$ cat config.mk
export PLATFORM = sky130hd
export DESIGN_NAME = csi2_delay_calib
export DESIGN_NICKNAME = d
export VERILOG_FILES = /design/src/rtl/csi2_calib_pkg.sv /design/src/rtl/csi2_eye_finder.sv /design/src/rtl/csi2_delay_calib.sv
export SDC_FILE = /design/constraint.sdc
export NUM_CORES = 1
export LEC_CHECK = 0
export CORE_MARGIN = 2
export CORE_UTILIZATION = 60
export CTS_BUF_LIST = sky130_fd_sc_hd__clkbuf_4 sky130_fd_sc_hd__clkbuf_8
export DETAILED_ROUTE_END_ITERATION = 7
export GPL_TIMING_DRIVEN = 0
export HOLD_SLACK_MARGIN = 0.03
export PLACE_DENSITY_LB_ADDON = 0.3
export SKIP_LAST_GASP = 1
export SLEW_MARGIN = 0
export SYNTH_ARGS = -nofsm -noshare
export SYNTH_HDL_FRONTEND = slang
export SYNTH_HIERARCHICAL = 1
export SYNTH_SLANG_ARGS = --single-unit
$ cat constraint.sdc
create_clock -name clk_i -period 10.6 [get_ports clk_i]
set_clock_uncertainty 0.05 [all_clocks]
set_input_delay 3.18 -clock clk_i [delete_from_list [all_inputs] [get_ports clk_i]]
set_output_delay 3.18 -clock clk_i [all_outputs]
set_load 0.03 [all_outputs]
$ cat src/rtl/csi2_calib_pkg.sv
// Shared types and helpers for the CSI-2 lane-delay calibration controller.
package csi2_calib_pkg;

    localparam int CALIB_TAP_W = 5;
    localparam int TAPS        = 2**CALIB_TAP_W;

    typedef logic [CALIB_TAP_W-1:0] tap_t;
    typedef logic [CALIB_TAP_W:0]   eye_len_t;

    typedef enum logic [3:0] {
        ST_IDLE,
        ST_SET_TAP,
        ST_SETTLE,
        ST_SYNC,
        ST_OBSERVE,
        ST_NEXT_TAP,
        ST_EVAL,
        ST_APPLY,
        ST_DONE
    } calib_state_t;

    // Centre of an eye, rounding towards the lower tap; len must be >= 1.
    function automatic tap_t eye_centre(input tap_t start, input eye_len_t len);
        eye_len_t half;
        half = (len - eye_len_t'(1)) >> 1;
        return start + tap_t'(half);
    endfunction

endpackage

$ cat src/rtl/csi2_eye_finder.sv
// Serial scan of a tap pass bitmap: finds the longest run of ones, one bit
// per cycle. Bit 0 is consumed in the start cycle, so valid pulses exactly
// TAPS cycles after start. Ties keep the earliest (lowest) run.
module csi2_eye_finder
    import csi2_calib_pkg::*;
(
    input  logic            clk_i,
    input  logic            rst_n_i,
    input  logic            start_i,
    input  logic [TAPS-1:0] bitmap_i,
    output tap_t            best_start_o,
    output eye_len_t        best_len_o,
    output logic            valid_o
);

    logic [TAPS-1:0] shift_reg;
    tap_t            idx_reg;
    eye_len_t        run_len_reg;
    tap_t            run_start_reg;
    eye_len_t        best_len_reg;
    tap_t            best_start_reg;
    logic            active_reg;
    logic            valid_reg;

    logic     proc;
    logic     cur_bit;
    tap_t     cur_idx;
    eye_len_t prev_run;
    tap_t     prev_run_start;
    eye_len_t run_next;
    tap_t     run_start_next;
    eye_len_t best_len_next;
    tap_t     best_start_next;

    // Evaluate one bitmap position; a start request restarts from bit 0.
    always_comb begin
        proc            = start_i | active_reg;
        cur_bit         = start_i ? bitmap_i[0] : shift_reg[0];
        cur_idx         = start_i ? '0 : idx_reg;
        prev_run        = start_i ? '0 : run_len_reg;
        prev_run_start  = start_i ? '0 : run_start_reg;
        best_len_next   = start_i ? '0 : best_len_reg;
        best_start_next = start_i ? '0 : best_start_reg;
        run_next        = cur_bit ? prev_run + eye_len_t'(1) : '0;
        run_start_next  = (cur_bit && prev_run == '0) ? cur_idx : prev_run_start;
        if (cur_bit && run_next > best_len_next) begin
            best_len_next   = run_next;
            best_start_next = run_start_next;
        end
    end

    // Scan state: advance one bit per cycle while a scan is in progress.
    always_ff @(posedge clk_i or negedge rst_n_i) begin
        if (!rst_n_i) begin
            shift_reg      <= '0;
            idx_reg        <= '0;
            run_len_reg    <= '0;
            run_start_reg  <= '0;
            best_len_reg   <= '0;
            best_start_reg <= '0;
            active_reg     <= 1'b0;
            valid_reg      <= 1'b0;
        end else if (proc) begin
            shift_reg      <= (start_i ? bitmap_i : shift_reg) >> 1;
            idx_reg        <= cur_idx + tap_t'(1);
            run_len_reg    <= run_next;
            run_start_reg  <= run_start_next;
            best_len_reg   <= best_len_next;
            best_start_reg <= best_start_next;
            active_reg     <= (cur_idx != tap_t'(TAPS-1));
            valid_reg      <= (cur_idx == tap_t'(TAPS-1));
        end else begin
            valid_reg      <= 1'b0;
        end
    end

    assign best_start_o = best_start_reg;
    assign best_len_o   = best_len_reg;
    assign valid_o      = valid_reg;

endmodule

$ cat src/rtl/csi2_delay_calib.sv
// Lane-delay calibration: sweeps each lane's delay tap, judges every tap by
// link errors over whole frames, then centres each lane in its widest eye.
// TAP_W must match CALIB_TAP_W of the package (tap/eye typedefs).
module csi2_delay_calib
    import csi2_calib_pkg::*;
#(
    parameter int DATA_LANES     = 2,
    parameter int TAP_W          = CALIB_TAP_W,
    parameter int DEFAULT_TAP    = 16,
    parameter int SETTLE_CYCLES  = 64,
    parameter int FRAMES_PER_TAP = 2,
    parameter int MIN_EYE        = 3,
    parameter int TIMEOUT_CYCLES = 2**22
) (
    input  logic                              clk_i,
    input  logic                              rst_n_i,
    input  logic                              start_i,
    input  logic                              frame_start_i,
    input  logic                              header_err_i,
    input  logic                              crc_err_i,
    output logic [DATA_LANES*TAP_W-1:0]       lane_delay_o,
    output logic                              delay_act_o,
    output logic                              busy_o,
    output logic                              done_o,
    output logic [DATA_LANES-1:0]             lane_fail_o,
    output logic [DATA_LANES*(TAP_W+1)-1:0]   eye_len_o
);

    localparam int SET_W  = $clog2(SETTLE_CYCLES + 1);
    localparam int FRM_W  = $clog2(FRAMES_PER_TAP + 1);
    localparam int TO_W   = $clog2(TIMEOUT_CYCLES + 1);
    localparam int LANE_W = (DATA_LANES > 1) ? $clog2(DATA_LANES) : 1;
    localparam logic [SET_W-1:0]  SETTLE_LAST = SET_W'(SETTLE_CYCLES - 1);
    localparam logic [FRM_W-1:0]  FRAME_LAST  = FRM_W'(FRAMES_PER_TAP - 1);
    localparam logic [TO_W-1:0]   TO_LAST     = TO_W'(TIMEOUT_CYCLES - 1);
    localparam logic [LANE_W-1:0] LANE_LAST   = LANE_W'(DATA_LANES - 1);

    calib_state_t      state_reg, state_next;
    tap_t              tap_reg;
    logic [LANE_W-1:0] lane_reg;
    logic [SET_W-1:0]  settle_cnt_reg;
    logic [FRM_W-1:0]  frame_cnt_reg;
    logic [TO_W-1:0]   timeout_cnt_reg;
    logic              tap_fail_reg;
    logic [TAPS-1:0]   bitmap_reg, bitmap_cur;
    logic              delay_act_reg;

    logic     start_go, observing, timeout_hit, last_frame, eye_go, apply_edge;
    tap_t     eye_start, apply_tap;
    eye_len_t eye_len;
    logic     eye_valid, apply_pass;

    assign start_go    = (state_reg == ST_IDLE || state_reg == ST_DONE) && start_i;
    assign observing   = (state_reg == ST_SYNC || state_reg == ST_OBSERVE);
    assign timeout_hit = observing && !frame_start_i && (timeout_cnt_reg == TO_LAST);
    assign last_frame  = (state_reg == ST_OBSERVE) && frame_start_i && (frame_cnt_reg == FRAME_LAST);
    // Results are registered as EVAL hands over to APPLY, so the final strobe
    // is high during APPLY and never abuts the next lane's first tap strobe.
    assign apply_edge  = (state_reg == ST_EVAL) && eye_valid;
    assign apply_pass  = (eye_len >= eye_len_t'(MIN_EYE));
    assign apply_tap   = apply_pass ? eye_centre(eye_start, eye_len) : tap_t'(DEFAULT_TAP);

    // Bitmap including the verdict of the tap currently being closed.
    always_comb begin
        bitmap_cur          = bitmap_reg;
        bitmap_cur[tap_reg] = ~tap_fail_reg;
    end

    // State register.
    always_ff @(posedge clk_i or negedge rst_n_i) begin
        if (!rst_n_i) state_reg <= ST_IDLE;
        else          state_reg <= state_next;
    end

    // Next-state logic; also launches the eye scan after the last tap.
    always_comb begin
        state_next = state_reg;
        eye_go     = 1'b0;
        case (state_reg)
            ST_IDLE, ST_DONE: if (start_i) state_next = ST_SET_TAP;
            ST_SET_TAP:       state_next = ST_SETTLE;
            ST_SETTLE:        if (settle_cnt_reg == SETTLE_LAST) state_next = ST_SYNC;
            ST_SYNC: begin
                if (frame_start_i)    state_next = ST_OBSERVE;
                else if (timeout_hit) state_next = ST_NEXT_TAP;
            end
            ST_OBSERVE:       if (last_frame || timeout_hit) state_next = ST_NEXT_TAP;
            ST_NEXT_TAP: begin
                if (tap_reg == tap_t'(TAPS-1)) begin
                    state_next = ST_EVAL;
                    eye_go     = 1'b1;
                end else begin
                    state_next = ST_SET_TAP;
                end
            end
            ST_EVAL:          if (eye_valid) state_next = ST_APPLY;
            ST_APPLY:         state_next = (lane_reg == LANE_LAST) ? ST_DONE : ST_SET_TAP;
            default:          state_next = ST_IDLE;
        endcase
    end

    // Sweep counters, tap verdict and pass bitmap.
    always_ff @(posedge clk_i or negedge rst_n_i) begin
        if (!rst_n_i) begin
            tap_reg         <= '0;
            lane_reg        <= '0;
            settle_cnt_reg  <= '0;
            frame_cnt_reg   <= '0;
            timeout_cnt_reg <= '0;
            tap_fail_reg    <= 1'b0;
            bitmap_reg      <= '0;
            delay_act_reg   <= 1'b0;
        end else begin
            delay_act_reg <= (state_reg == ST_SET_TAP) || apply_edge;
            if (start_go) begin
                tap_reg    <= '0;
                lane_reg   <= '0;
                bitmap_reg <= '0;
            end
            if (state_reg == ST_NEXT_TAP) begin
                bitmap_reg <= bitmap_cur;
                if (tap_reg != tap_t'(TAPS-1)) tap_reg <= tap_reg + tap_t'(1);
            end
            if (state_reg == ST_APPLY) begin
                tap_reg <= '0;
                if (lane_reg != LANE_LAST) lane_reg <= lane_reg + LANE_W'(1);
            end
            settle_cnt_reg <= (state_reg == ST_SETTLE) ? settle_cnt_reg + SET_W'(1) : '0;
            if (state_reg == ST_SYNC)
                frame_cnt_reg <= '0;
            else if (state_reg == ST_OBSERVE && frame_start_i)
                frame_cnt_reg <= frame_cnt_reg + FRM_W'(1);
            if (!observing || frame_start_i) timeout_cnt_reg <= '0;
            else                             timeout_cnt_reg <= timeout_cnt_reg + TO_W'(1);
            // Errors only count once the link has settled on the new tap.
            if (state_reg == ST_SET_TAP)
                tap_fail_reg <= 1'b0;
            else if (observing && (header_err_i || crc_err_i || timeout_hit))
                tap_fail_reg <= 1'b1;
        end
    end

    csi2_eye_finder u_eye_finder (
        .clk_i        (clk_i),
        .rst_n_i      (rst_n_i),
        .start_i      (eye_go),
        .bitmap_i     (bitmap_cur),
        .best_start_o (eye_start),
        .best_len_o   (eye_len),
        .valid_o      (eye_valid)
    );

    generate
        for (genvar gi = 0; gi < DATA_LANES; gi++) begin : g_lane
            tap_t     delay_reg;
            eye_len_t eye_len_reg;
            logic     fail_reg;
            logic     sel;

            assign sel = (lane_reg == LANE_W'(gi));

            // Per-lane tap, eye length and failure flag.
            always_ff @(posedge clk_i or negedge rst_n_i) begin
                if (!rst_n_i) begin
                    delay_reg   <= tap_t'(DEFAULT_TAP);
                    eye_len_reg <= '0;
                    fail_reg    <= 1'b0;
                end else begin
                    if (start_go) begin
                        eye_len_reg <= '0;
                        fail_reg    <= 1'b0;
                    end
                    if (state_reg == ST_SET_TAP && sel)
                        delay_reg <= tap_reg;
                    if (apply_edge && sel) begin
                        delay_reg   <= apply_tap;
                        eye_len_reg <= eye_len;
                        fail_reg    <= ~apply_pass;
                    end
                end
            end

            assign lane_delay_o[gi*TAP_W +: TAP_W]       = delay_reg;
            assign eye_len_o[gi*(TAP_W+1) +: (TAP_W+1)] = eye_len_reg;
            assign lane_fail_o[gi]                      = fail_reg;
        end
    endgenerate

    assign delay_act_o = delay_act_reg;
    assign busy_o      = !(state_reg == ST_IDLE || state_reg == ST_DONE);
    assign done_o      = (state_reg == ST_DONE);

endmodule

**Yosys cells after proc, flatten, opt, wreduce, memory -nomap -nowiden**

Cells that the tools add are included.

- ROM bits: 0
- Memory bits (writable): 0
- Memories: 0
- Register bits: 160
- Latch bits: 0

- Bitwise operators: 4
- Multiplexer cells: 52
- Multipliers: 0
- Equality and inequality tests: 20
- Shift operators: 0
- Divide/modulo/power cells: 0
- $lt $le $gt $ge: 4
- Add/subtract/negate cells: 9
- Reductions and logical operators: 37

Operators with widths:

| kind | count |
|---|---|
| 2-to-1 mux 32 bit | 3 |
| 2-to-1 mux 5 bit | 14 |
| 2-to-1 mux 6 bit | 7 |
| bitwise mux 32 bit | 1 |
| one-hot mux 4 bit (8 select lines) | 1 |
| 2-to-1 mux 4 bit | 7 |
| adder 23 x 1 -> 23 bit (second input constant) | 1 |
| equality test 23 x 22 -> 1 bit (second input constant) | 1 |
| 2-to-1 mux 23 bit | 1 |
| equality test 4 x 3 -> 1 bit (second input constant) | 4 |
| nonzero test 2 bit | 8 |
| logical AND 1 bit | 14 |
| 2-to-1 mux 1 bit | 13 |
| adder 5 x 1 -> 5 bit (second input constant) | 2 |
| equality test 5 bit (second input constant) | 2 |
| inequality test 5 bit (second input constant) | 2 |
| equality test 4 x 2 -> 1 bit (second input constant) | 2 |
| adder 7 x 1 -> 7 bit (second input constant) | 1 |
| equality test 7 x 6 -> 1 bit (second input constant) | 1 |
| logical OR 1 bit | 7 |
| 2-to-1 mux 7 bit | 1 |
| adder 6 x 1 -> 6 bit (second input constant) | 1 |
| greater-or-equal comparator 6 x 2 -> 1 bit (second input constant) | 1 |
| > comparator 6 bit | 1 |
| 23 further kinds | 30 |

**Depth between registers and ports, before layout**

Gate-level depths: netlist of the first run.

- Depth after elaboration: 11
- Mapped depth: 18
- Depth with buffers taken out: 16

**By module**

Netlist of the first run, hierarchy kept.

By module, submodules not included:

| module | cells each | seq. area each (um^2) | area each (um^2) | instances |
|---|---|---|---|---|
| csi2_delay_calib | 623 | 2504.9 | 5582.9 | 1 |
| csi2_eye_finder | 329 | 1501.4 | 3256.9 | 1 |

**Worst setup path before layout of the first run**

Ideal clock, no wire load.

- Kind: register to output
- Start point: register state_reg[1]
- End point: output done_o
- Arrival: 1.103 ns
- Path buffers: 1
- Slack: 6.267 ns
- Stages on the path, launching flop included: 4
- Required time: 7.370 ns
- Cell sequence: dfrtp_1 buf_2 nor3_2 and2_1

- Word-level cells in the longest chain between the ends: 1

Ends and longest elaborated chain:

| item | RTL line | text |
|---|---|---|
| start: declaration | csi2_delay_calib.sv:38 | `calib_state_t state_reg, state_next;` |
| start signal: assignment | csi2_delay_calib.sv:72 | `else state_reg <= state_next;` |
| equality test 4 bit | csi2_delay_calib.sv:191 | `assign done_o = (state_reg == ST_DONE);` |
| end: declaration | csi2_delay_calib.sv:24 | `output logic done_o,` |

Every way passes these cells.

**Worst setup path after layout of the first run**

Ends and elaborated chain as after synthesis.

==> impl_results.md, run 1 <==
* RSZ-0062 raised after global routing: no
* Antenna Cells at 0
* DRT Pass-1 Iters at 7
* Global route total overflow at 0
* CTS clock-pin slew for the worst setup and hold paths at roughly 80 ps
* CP Launch Type: flip-flop
* Vert. Die Dim at 125.4 microns
* Routed vias at 7,183
* Dpl cells at 1,169
* Fraction of registers with async set/reset at 100.0%
* Clock root buffer: clkbuf_8
* Main combinational cell family by area after synthesis: simple AND/OR/NAND/NOR gates
* First-pass GRT wire length at about 35 mm
* MaxCap Viol Count at 0
* Compound-Gate Fraction of Synth Area at roughly 16%
* Data arrival time of the worst path at ~2200 ps
* Yosys top cell by area: dfrtp_1
* Yosys warnings at 6
* DR DRC count at 0
* Row count at 44
* Top FF cell, synth: dfrtp_1
* Num CTS Buffers at 17
* Total wire length at roughly 21 mm
* Worst slew margin relative to its limit at roughly half
* Finished Layout Cells at 1,201
* Fin. Hold Viols at 0
* Share of cells above drive strength 1 at 10.82%
* PwrDens at 169.4 nW/um^2
* Synth cell types at 70
* Hold WC Path Type: reg -> reg
* DRT iter0 DRCs at approximately 700
* Slew @ Worst Pin at between 700 and 800 ps
* CP Class: reg -> out
* Outcome: finished clean
* Hpwl dp at about 15 mm
* Simple-Gate Fraction of Synth Area at a little over a fifth
* Pin count of the biggest net entering global routing at approximately 90
* DP Worst Slack at 5595 ps
* Core area at about 14,000 sq um
* Clock Tree Buf Depth at 2
* Tot GR Track Use at between 20% and 30%
* Synth Register Bits at between 150 and 200
* Area growth syn-to-layout at 11.05%
* Synth top area share at 44.73%
* Num ports at 33
* Hold_ws at between 400 and 500 ps
* Mapped Area at about 8800 sq um
* Routed vias/inst at between 5 and 6
* Syn avg cell area at between 9 and 10 sq um
* CP Capture Type: primary output
* NumNets Final at around 1.0k
* Crit share post-route at between 50% and 60%
* Mux contribution to synthesized area at under 10%
* Vias in the first global route at between 7k and 8k
* Sequential area share after synthesis at between 40% and 50%
* Synthesized Nets at 984
* Initial antenna violation count at 0
* Largest cells by area after synthesis: dfrtp_1 (45%), nand2_1 (5.5%), o21ai_0 (5.0%), mux2i_1 (4.3%), ha_1 (3.5%)
* Clk sinks at 160
* Post-DRT Antenna Nets at 0
* Synthesized-area fraction occupied by xor and xnor cells at approximately 3.4%
* Lkg Pwr at between 4 and 5 nW
* Die area at between 15,000 and 20,000 sq um
* Die X at between 100 and 150 microns
* Post-Syn Instances at approximately 950
* Fin Setup TNS at 0 ps
* CTS Hold Bufs at 0
* Fin crit period at between 5000 and 6000 ps
* Slew Viols, Final at 0
* H-tree depth at 4
* Number of synthesized flops with an enable pin at 0
* Commonest cells post-synth: dfrtp_1 (158), nand2_1 (129), o21ai_0 (88), nand3_1 (56), nor2_1 (51)
* Setup-failing EPs final at 0
* PortBufs at 32
* Worst Path Required at approximately 7400 ps
* Setup ws final at approximately 5100 ps
* Post-CTS Setup Bufs at 0
* GP Congestion at between 0.8 and 0.9
* Largest register FFs at 32
* Fill cell count at 1,162
* CTS resizes at 0
* CTS tree: yes
* Initial Utilization at roughly three fifths
* VDD IR-drop max at around 0.11 mV
* Most numerous cell in the Yosys netlist: dfrtp_1
* Fmax at 183.4 MHz
* WL per Instance at between 15 and 20 microns
* Adder-cell area share of the yosys netlist at under 10%
* Max FO, Critical Path at 10
* Worst-Skew Late Latency at ~470 ps
-- where the power goes --
part	leakage [nW]	internal [W]	switching (W)
clock network	0.197	0.000222	0.000226
logic	1.84	0.000162	0.000350
registers	2.20	0.000664	0.0000382
-- metrics by stage --
step                      cell area [sq um]  power [W]  util (%)
after CTS                              9817   0.001666     67.80
after global placement                 9390   0.001209     64.85
after global routing                   9817   0.001750     67.80
after detailed placement               9423   0.001222     65.08
after floorplan                        8840   0.001044         -
final                                  9817   0.001663     67.80
-- metal layers --
| metal | global-route usage (%) | vias up | part of all wire (%) |
|---|---|---|---|
| met5 | 0 | - | 0 |
| met4 | 9.412 | 0 | 2.4 |
| met3 | 4.536 | 34 | 4.6 |
| met2 | 45.56 | 225 | 49 |
| met1 | 38.14 | 3464 | 44 |
| li1 | - | 3460 | - |
-- final timing paths --
path | start | end | slack [ps] | cells past startpoint
worst max-delay path | state_reg[1]$_DFFE_PN0P_ | done_o | 5150 | 4
worst min-delay path | settle_cnt_reg[0]$_DFF_PN0_ | settle_cnt_reg[0]$_DFF_PN0_ | 420 | 1
worst max register to register | tap_reg[1]$_DFF_PN0_ | u_eye_finder/best_start_o[3]$_DFFE_PN0P_ | 5530 | 18
worst min register to register | settle_cnt_reg[0]$_DFF_PN0_ | settle_cnt_reg[0]$_DFF_PN0_ | 420 | 1
max in group asynchronous | rst_n_i | g_lane[1].delay_reg[4]$_DFFE_PN1P_ | 7050 | 2
min in group asynchronous | rst_n_i | timeout_cnt_reg[17]$_DFF_PN0_ | 2620 | 1
-- cells in the final DEF (no fill, tap or decap), types with 4 or more instances in the layout --
master,count
a21o_1,4
a21oi_1,39
a221oi_1,5
a31o_2,15
a31oi_1,10
a32o_1,13
and2_1,11
and3_1,25
buf_1,8
buf_2,22
buf_4,6
clkbuf_1,28
clkbuf_4,4
clkbuf_8,21
clkdlybuf4s50_1,31
dfrtp_1,158
ha_1,25
inv_1,35
mux2_2,11
mux2i_1,38
nand2_1,129
nand2b_1,12
nand3_1,56
nand4_1,10
nor2_1,51
nor2b_1,23
nor3_1,16
o21ai_0,88
o32ai_1,7
or3_1,11
xnor2_1,18
xor2_1,16
-- worst max-delay path: stages, from the launching register on --
cell and delay (ps):
dfrtp_1 420, buf_2 210, nor3_2 290, and2_1 170
clkdlybuf4s50_1 660
-- area by class of cell --
type | instances | area, sq um | share of cell area [%]
clock buffers | 25 | 319.1 | 3.250
flip-flops and latches | 160 | 4006 | 40.81
repair buffers | 33 | 352.8 | 3.594
multi-input cells | 691 | 4395 | 44.77
well taps | 184 | 230.2 | 2.345
inverters | 35 | 131.4 | 1.338
plain buffers | 66 | 306.5 | 3.123
clock inverters | 7 | 75.07 | 0.7647
-- cells by family (layout without fill, tap and decap cells) --
group,after synthesis,count (layout)
mux,49,49
fa+ha+maj,26,26
compound gates,212,212
buf+inv,101,166
flops,160,160
xor+xnor,34,34
simple gates,370,370
(Power assumes the default switching activity.)
==> inputs of run 2 (changes only) <==
--- a/config.mk
+++ b/config.mk
@@ -6,7 +6,7 @@
 export NUM_CORES = 1
 export LEC_CHECK = 0
 export CORE_MARGIN = 2
-export CORE_UTILIZATION = 60
+export CORE_UTILIZATION = 57
 export CTS_BUF_LIST = sky130_fd_sc_hd__clkbuf_4 sky130_fd_sc_hd__clkbuf_8
 export DETAILED_ROUTE_END_ITERATION = 7
 export GPL_TIMING_DRIVEN = 0
==> constraint.sdc (replaced) <==
create_clock -name clk_i -period 4.5 [get_ports clk_i]
set_clock_uncertainty 0.05 [all_clocks]
set_input_delay 1.35 -clock clk_i [delete_from_list [all_inputs] [get_ports clk_i]]
set_output_delay 1.35 -clock clk_i [all_outputs]
set_load 0.03 [all_outputs]
==> run 2 against run 1 <==
Routed wire length fell by 0.30%; critical endpoint is now u_eye_finder/best_start_o[2]$_DFFE_PN0P_; largest cell class unchanged; final area rose by 0.46%; core utilization fell by 2.9 points; critical path depth rose by 13; via count fell by 1.0%; sequential power rose by 140%; non-clock buffer count fell by 3; die area rose by 5.1%; highest routed layer unchanged; register-to-register slack got worse by 5400 ps.
==> impl_results.md, run 2 (synthesized netlist as in run 1, its figures left out) <==
* Outcome: finished clean
* Clock Tree Buf Depth at 2
* Overall Power at 0.003955 W
* WL per Instance at roughly 17 microns
* Clock root buffer: clkbuf_8
* Largest register FFs at 32
* R2R Path End: u_eye_finder/best_start_o[2]$_DFFE_PN0P_
* Reg2Reg Launch Point: tap_reg[1]$_DFF_PN0_
* Vert. Die Dim at 128.5 microns
* Tot GR Track Use at 26.62%
* Share of cells above drive strength 1 at around an eighth
* DRT iter0 DRCs at ~680
* Hold Path Sink: settle_cnt_reg[0]$_DFF_PN0_
* CTS Hold Bufs at 0
* DRT Pass-1 Iters at 5
* Core area at between 15,000 and 20,000 sq um
* Worst-Skew Late Latency at 460 ps
* Worst path max stage delay at ~470 ps
* Num ports at 33
* CP Capture Type: flip-flop
* Vias in the first global route at roughly 7k
* Hold WC Path Type: reg -> reg
* Cell Chain, Critical Path: ha_4 > nand3_1 > inv_1 > ha_2 > and3_2 > clkbuf_4 > clkbuf_4 > nor2b_1 > ha_1 > nand3_1 > xor2_1 > nor2_1 > ha_1 > and4_1 > o21a_1 > o31ai_4 > mux2_2
* Hold_ws at roughly 420 ps
* Fmax at about 230 MHz
* DR DRC count at 0
* CP Launch Type: flip-flop
* First-pass GRT wire length at 34.64 mm
* GP Congestion at 0.8630
* Worst Reg-to-Reg Cells at 17
* Layout Utilization at roughly 65%
* CTS clock-pin slew for the worst setup and hold paths at approximately 90 ps
* Post-CTS Setup Bufs at 0
* Slowest-stage cell, CP: dfrtp_2
* Worst slew margin relative to its limit at 52.63%
* Crit share post-route at 96.22%
* Slew @ Worst Pin at slightly above 700 ps
* Routed vias/inst at slightly below 6
* Pin count of the biggest net entering global routing at 106
* Lkg Pwr at 4.228 nW
* Global route total overflow at 0
* Most frequent cells in the layout: dfrtp_1 (156), nand2_1 (129), o21ai_0 (88)
* Die area at 16,520 sq um
* MaxCap Viol Count at 0
* Hpwl dp at approximately 15 mm
* Total wire length at approximately 21 mm
* Routed vias at a little over 7k
* Row count at 45
* Initial Utilization at about 58%
* Num CTS Buffers at 17
* Die X at 128.5 microns
* Worst hold path depth at 1
* CTS tree: yes
* Fin crit period at 4330 ps
* PwrDens at between 400 and 500 nW/um^2
* Dpl cells at ~1.2k
* Dpl cell area at 9428 sq um
* Worst Path Required at approximately 4800 ps
* Hold Startpoint: settle_cnt_reg[0]$_DFF_PN0_
* CP Class: reg -> reg
* Post-DRT Antenna Nets at 0
* NumNets Final at between 1k and 1.5k
* Flop2flop setup slack at approximately 170 ps
* Commonest non-fill, non-tap cell in the layout: dfrtp_1
* Initial antenna violation count at 0
* Slew Viols, Final at 0
* Max FO, Critical Path at 10
* Data arrival time of the worst path at around 4600 ps
* Finished Layout Cells at ~1.2k
* VDD IR-drop max at around 0.26 mV
* Fin. Hold Viols at 0
* PortBufs at 32
* Fill cell count at about 1.3k
* Design Area, Final at a little under 10,000 sq um
* Area growth syn-to-layout at 11.56%
* H-tree depth at 4
* Setup-failing EPs final at 0
* Antenna Cells at 0
* Clk sinks at 160
[run 2: cell types whose count changed in the layout (fill, tap and decap cells not counted), sizes merged]
cell	change
buf	-4
clkbuf	-6
inv	+3
bufinv	+1
clkinv	+2
clkinvlp	+1
[run 2: report_power, final]
| part | total [W] | internal [W] | switching (W) |
|---|---|---|---|
| logic | 0.00121 | 0.000387 | 0.000820 |
| registers | 0.00166 | 0.00157 | 0.0000969 |
| clock network | 0.00108 | 0.000515 | 0.000569 |
| total | 0.00395 | 0.00247 | 0.00149 |
[run 2: layer usage]
layer | routed length (microns) | GRT usage (%)
met1 | 9623 | 36.71
met2 | 9874 | 42.24
met3 | 798 | 4.699
met4 | 483 | 10.55
met5 | 0 | 0
[run 2: critical path: cells and delay by family, from the launching register on]
kind            cells  cell delay (ps)
simple gates        6              910
flops               1              470
fa+ha+maj           4             1030
compound gates      2              570
xor+xnor            1              250
mux                 1              390
buf+inv             3              550
[run 2: area by class of cell]
cell class	count	area [sq um]	area share (%)
clock inverter	14	156.4	1.586
multi-input combinational	691	4419	44.81
clock buffer	18	247.7	2.512
tap	188	235.2	2.385
inverter	35	131.4	1.332
buffer	63	310.3	3.146
sequential	160	4009	40.65
timing repair buffer	33	352.8	3.578
[run 2: through the flow]
step,TNS (ps),setup WS [ps]
6_report,0,170.0
5_1_grt,-16.06,-6.150
4_1_cts,0,38.67
3_5_place_dp,-5535,-551.0
3_3_place_gp,-718660,-4498
2_1_floorplan,0,391.4
[run 2: worst max-delay path by stage]
stage / startpoint / endpoint / slack [ps] / cells past startpoint
final: tap_reg[1]$_DFF_PN0_ / u_eye_finder/best_start_o[2]$_DFFE_PN0P_ / 170 / 17
after global placement: rst_n_i / u_eye_finder/run_start_reg[2]$_DFFE_PN0N_ / -4500 / 1
after detailed placement: tap_reg[1]$_DFF_PN0_ / u_eye_finder/best_start_o[2]$_DFFE_PN0P_ / -550 / 18
after floorplan: tap_reg[1]$_DFF_PN0_ / u_eye_finder/best_start_o[0]$_DFFE_PN0P_ / 390 / 18
after CTS: tap_reg[3]$_DFF_PN0_ / u_eye_finder/best_start_o[2]$_DFFE_PN0P_ / 40 / 17
after global routing: tap_reg[1]$_DFF_PN0_ / u_eye_finder/best_start_o[1]$_DFFE_PN0P_ / -6 / 17
[run 2: timing repair]
item | in CTS | in global routing
endpoints found under the setup margin | 11 | 11
pin swaps | 0 | 1
gates resized for setup | 7 | 9
hold endpoints to repair | 0 | 0
==> inputs of run 3 (changes only) <==
--- a/config.mk
+++ b/config.mk
@@ -12,6 +12,7 @@
 export GPL_TIMING_DRIVEN = 0
 export HOLD_SLACK_MARGIN = 0.03
 export PLACE_DENSITY_LB_ADDON = 0.3
+export SKIP_CTS_REPAIR_TIMING = 1
 export SKIP_LAST_GASP = 1
 export SLEW_MARGIN = 0
 export SYNTH_ARGS = -nofsm -noshare
==> run 3 against run 2 <==
Global-route usage is essentially flat; clock power is essentially flat; core utilization is the same; largest power group unchanged.
==> impl_results.md, run 3 (synthesized netlist as in run 1, its figures left out) <==
* Fill cell count at 1,262
* PwrDens at 400.3 nW/um^2
* Setup ws final at 167.1 ps
* Crit share post-route at between 90% and 100%
* Worst Path Required at between 4000 and 5000 ps
* Layout Utilization at about two thirds
* Vias in the first global route at between 6k and 7k
* CP Launch Type: flip-flop
* Share of cells above drive strength 1 at 11.64%
* WL per Instance at between 15 and 20 microns
* Post-DRT Antenna Nets at 0
* Vert. Die Dim at approximately 130 microns
* Finished Layout Cells at roughly 1.2k
* Clock Tree Buf Depth at 2
* Initial antenna violation count at 0
* Die X at approximately 130 microns
* GP Congestion at between 0.8 and 0.9
* Most frequent cells in the layout: dfrtp_1 (156), nand2_1 (129), o21ai_0 (88)
* Commonest non-fill, non-tap cell in the layout: dfrtp_1
* Dpl cells at ~1.2k
* Initial Utilization at around three fifths
* DR DRC count at 0
* DP Worst Slack at -551.0 ps
* CP Capture Type: flip-flop
* MaxCap Viol Count at 0
* Fmax at approximately 230 MHz
* Outcome: finished clean
* Setup-failing EPs final at 0
* Worst slew margin relative to its limit at 52.51%
* Total wire length at a little over 20 mm
* Area growth syn-to-layout at 11.56%
* Fin. Hold Viols at 0
* Slew @ Worst Pin at ~700 ps
* Hold WC Path Type: reg -> reg
* NumNets Final at around 1.0k
* Worst-Skew Late Latency at 460 ps
* DRT iter0 DRCs at 653
* Fin crit period at ~4300 ps
* Hold_ws at between 400 and 500 ps
* Fin Setup TNS at 0 ps
* DRT Pass-1 Iters at 4
* Clk sinks at 160
* Global route total overflow at 0
* CP Class: reg -> reg
* Largest register FFs at 32
* First-pass GRT wire length at approximately 35 mm
* Data arrival time of the worst path at approximately 4600 ps
* Slew Viols, Final at 0
* Antenna Cells at 0
* Tot GR Track Use at roughly a quarter
* CTS tree: yes
* Routed vias at slightly above 7k
* Max FO, Critical Path at 10
* Core area at around 15,000 sq um
* Row count at 45
* Routed vias/inst at ~5.9
* VDD IR-drop max at around 0.26 mV
* Num ports at 33
* Num CTS Buffers at 17
* PortBufs at 32
* Hpwl dp at about 15 mm
* CTS clock-pin slew for the worst setup and hold paths at roughly 90 ps
* Lkg Pwr at about 4.2 nW
* Pin count of the biggest net entering global routing at roughly 110
* Die area at around 17,000 sq um
* H-tree depth at 4
* Clock root buffer: clkbuf_8
-- run 3: cell counts in the layout (fill, tap and decap cells not counted) --
Identical to the previous run, type by type.
-- run 3: path summary, 6_finish.rpt --
path,startpoint,to,slack (ps),cells past startpoint
max,tap_reg[1]$_DFF_PN0_,u_eye_finder/best_start_o[2]$_DFFE_PN0P_,170,17
min,settle_cnt_reg[0]$_DFF_PN0_,settle_cnt_reg[0]$_DFF_PN0_,410,1
max reg2reg,tap_reg[1]$_DFF_PN0_,u_eye_finder/best_start_o[2]$_DFFE_PN0P_,170,17
min reg2reg,settle_cnt_reg[0]$_DFF_PN0_,settle_cnt_reg[0]$_DFF_PN0_,410,1
max in group asynchronous,rst_n_i,tap_reg[1]$_DFF_PN0_,2770,2
min in group asynchronous,rst_n_i,timeout_cnt_reg[17]$_DFF_PN0_,730,1
-- run 3: stage by stage --
step / total power, W / instance area (sq um)
finish: 0.003948 / 9862
detailed placement: 0.002878 / 9428
floorplan: 0.002459 / 8840
global route: 0.004169 / 9862
global placement: 0.002856 / 9395
CTS: 0.003959 / 9832
-- run 3: worst max-delay path: stages, from the launching register on --
cell and delay [ps]:
dfrtp_2 460, ha_4 230, nand3_1 160, inv_1 100, ha_2 250, and3_2 240
clkbuf_4 210, clkbuf_4 240, nor2b_1 80, ha_1 210, nand3_1 100, xor2_1 250
nor2_1 90, ha_1 330, and4_1 250, o21a_1 180, o31ai_4 390, mux2_2 390
-- run 3: area by class of cell --
cell class | instances | area (sq um) | share of cell area (%)
clock inverters | 14 | 156.4 | 1.586
clock buffers | 18 | 247.7 | 2.512
plain buffers | 63 | 310.3 | 3.146
well taps | 188 | 235.2 | 2.385
inverters | 35 | 131.4 | 1.332
repair buffers | 33 | 352.8 | 3.578
multi-input cells | 691 | 4419 | 44.81
flip-flops and latches | 160 | 4009 | 40.65
-- run 3: metal layers --
metal | GRT usage, % | routed length [microns] | vias up
met2 | 42.52 | 9832 | 191
met1 | 36.88 | 9496 | 3464
met4 | 10.04 | 457 | 0
met3 | 4.574 | 947 | 34
li1 | - | - | 3439
met5 | 0 | 0 | -
-- run 3: power by group --
part / total (W) / internal, W / switching [W]
sequential: 0.00166 / 0.00157 / 0.0000950
combinational: 0.00121 / 0.000387 / 0.000819
clock: 0.00108 / 0.000515 / 0.000566
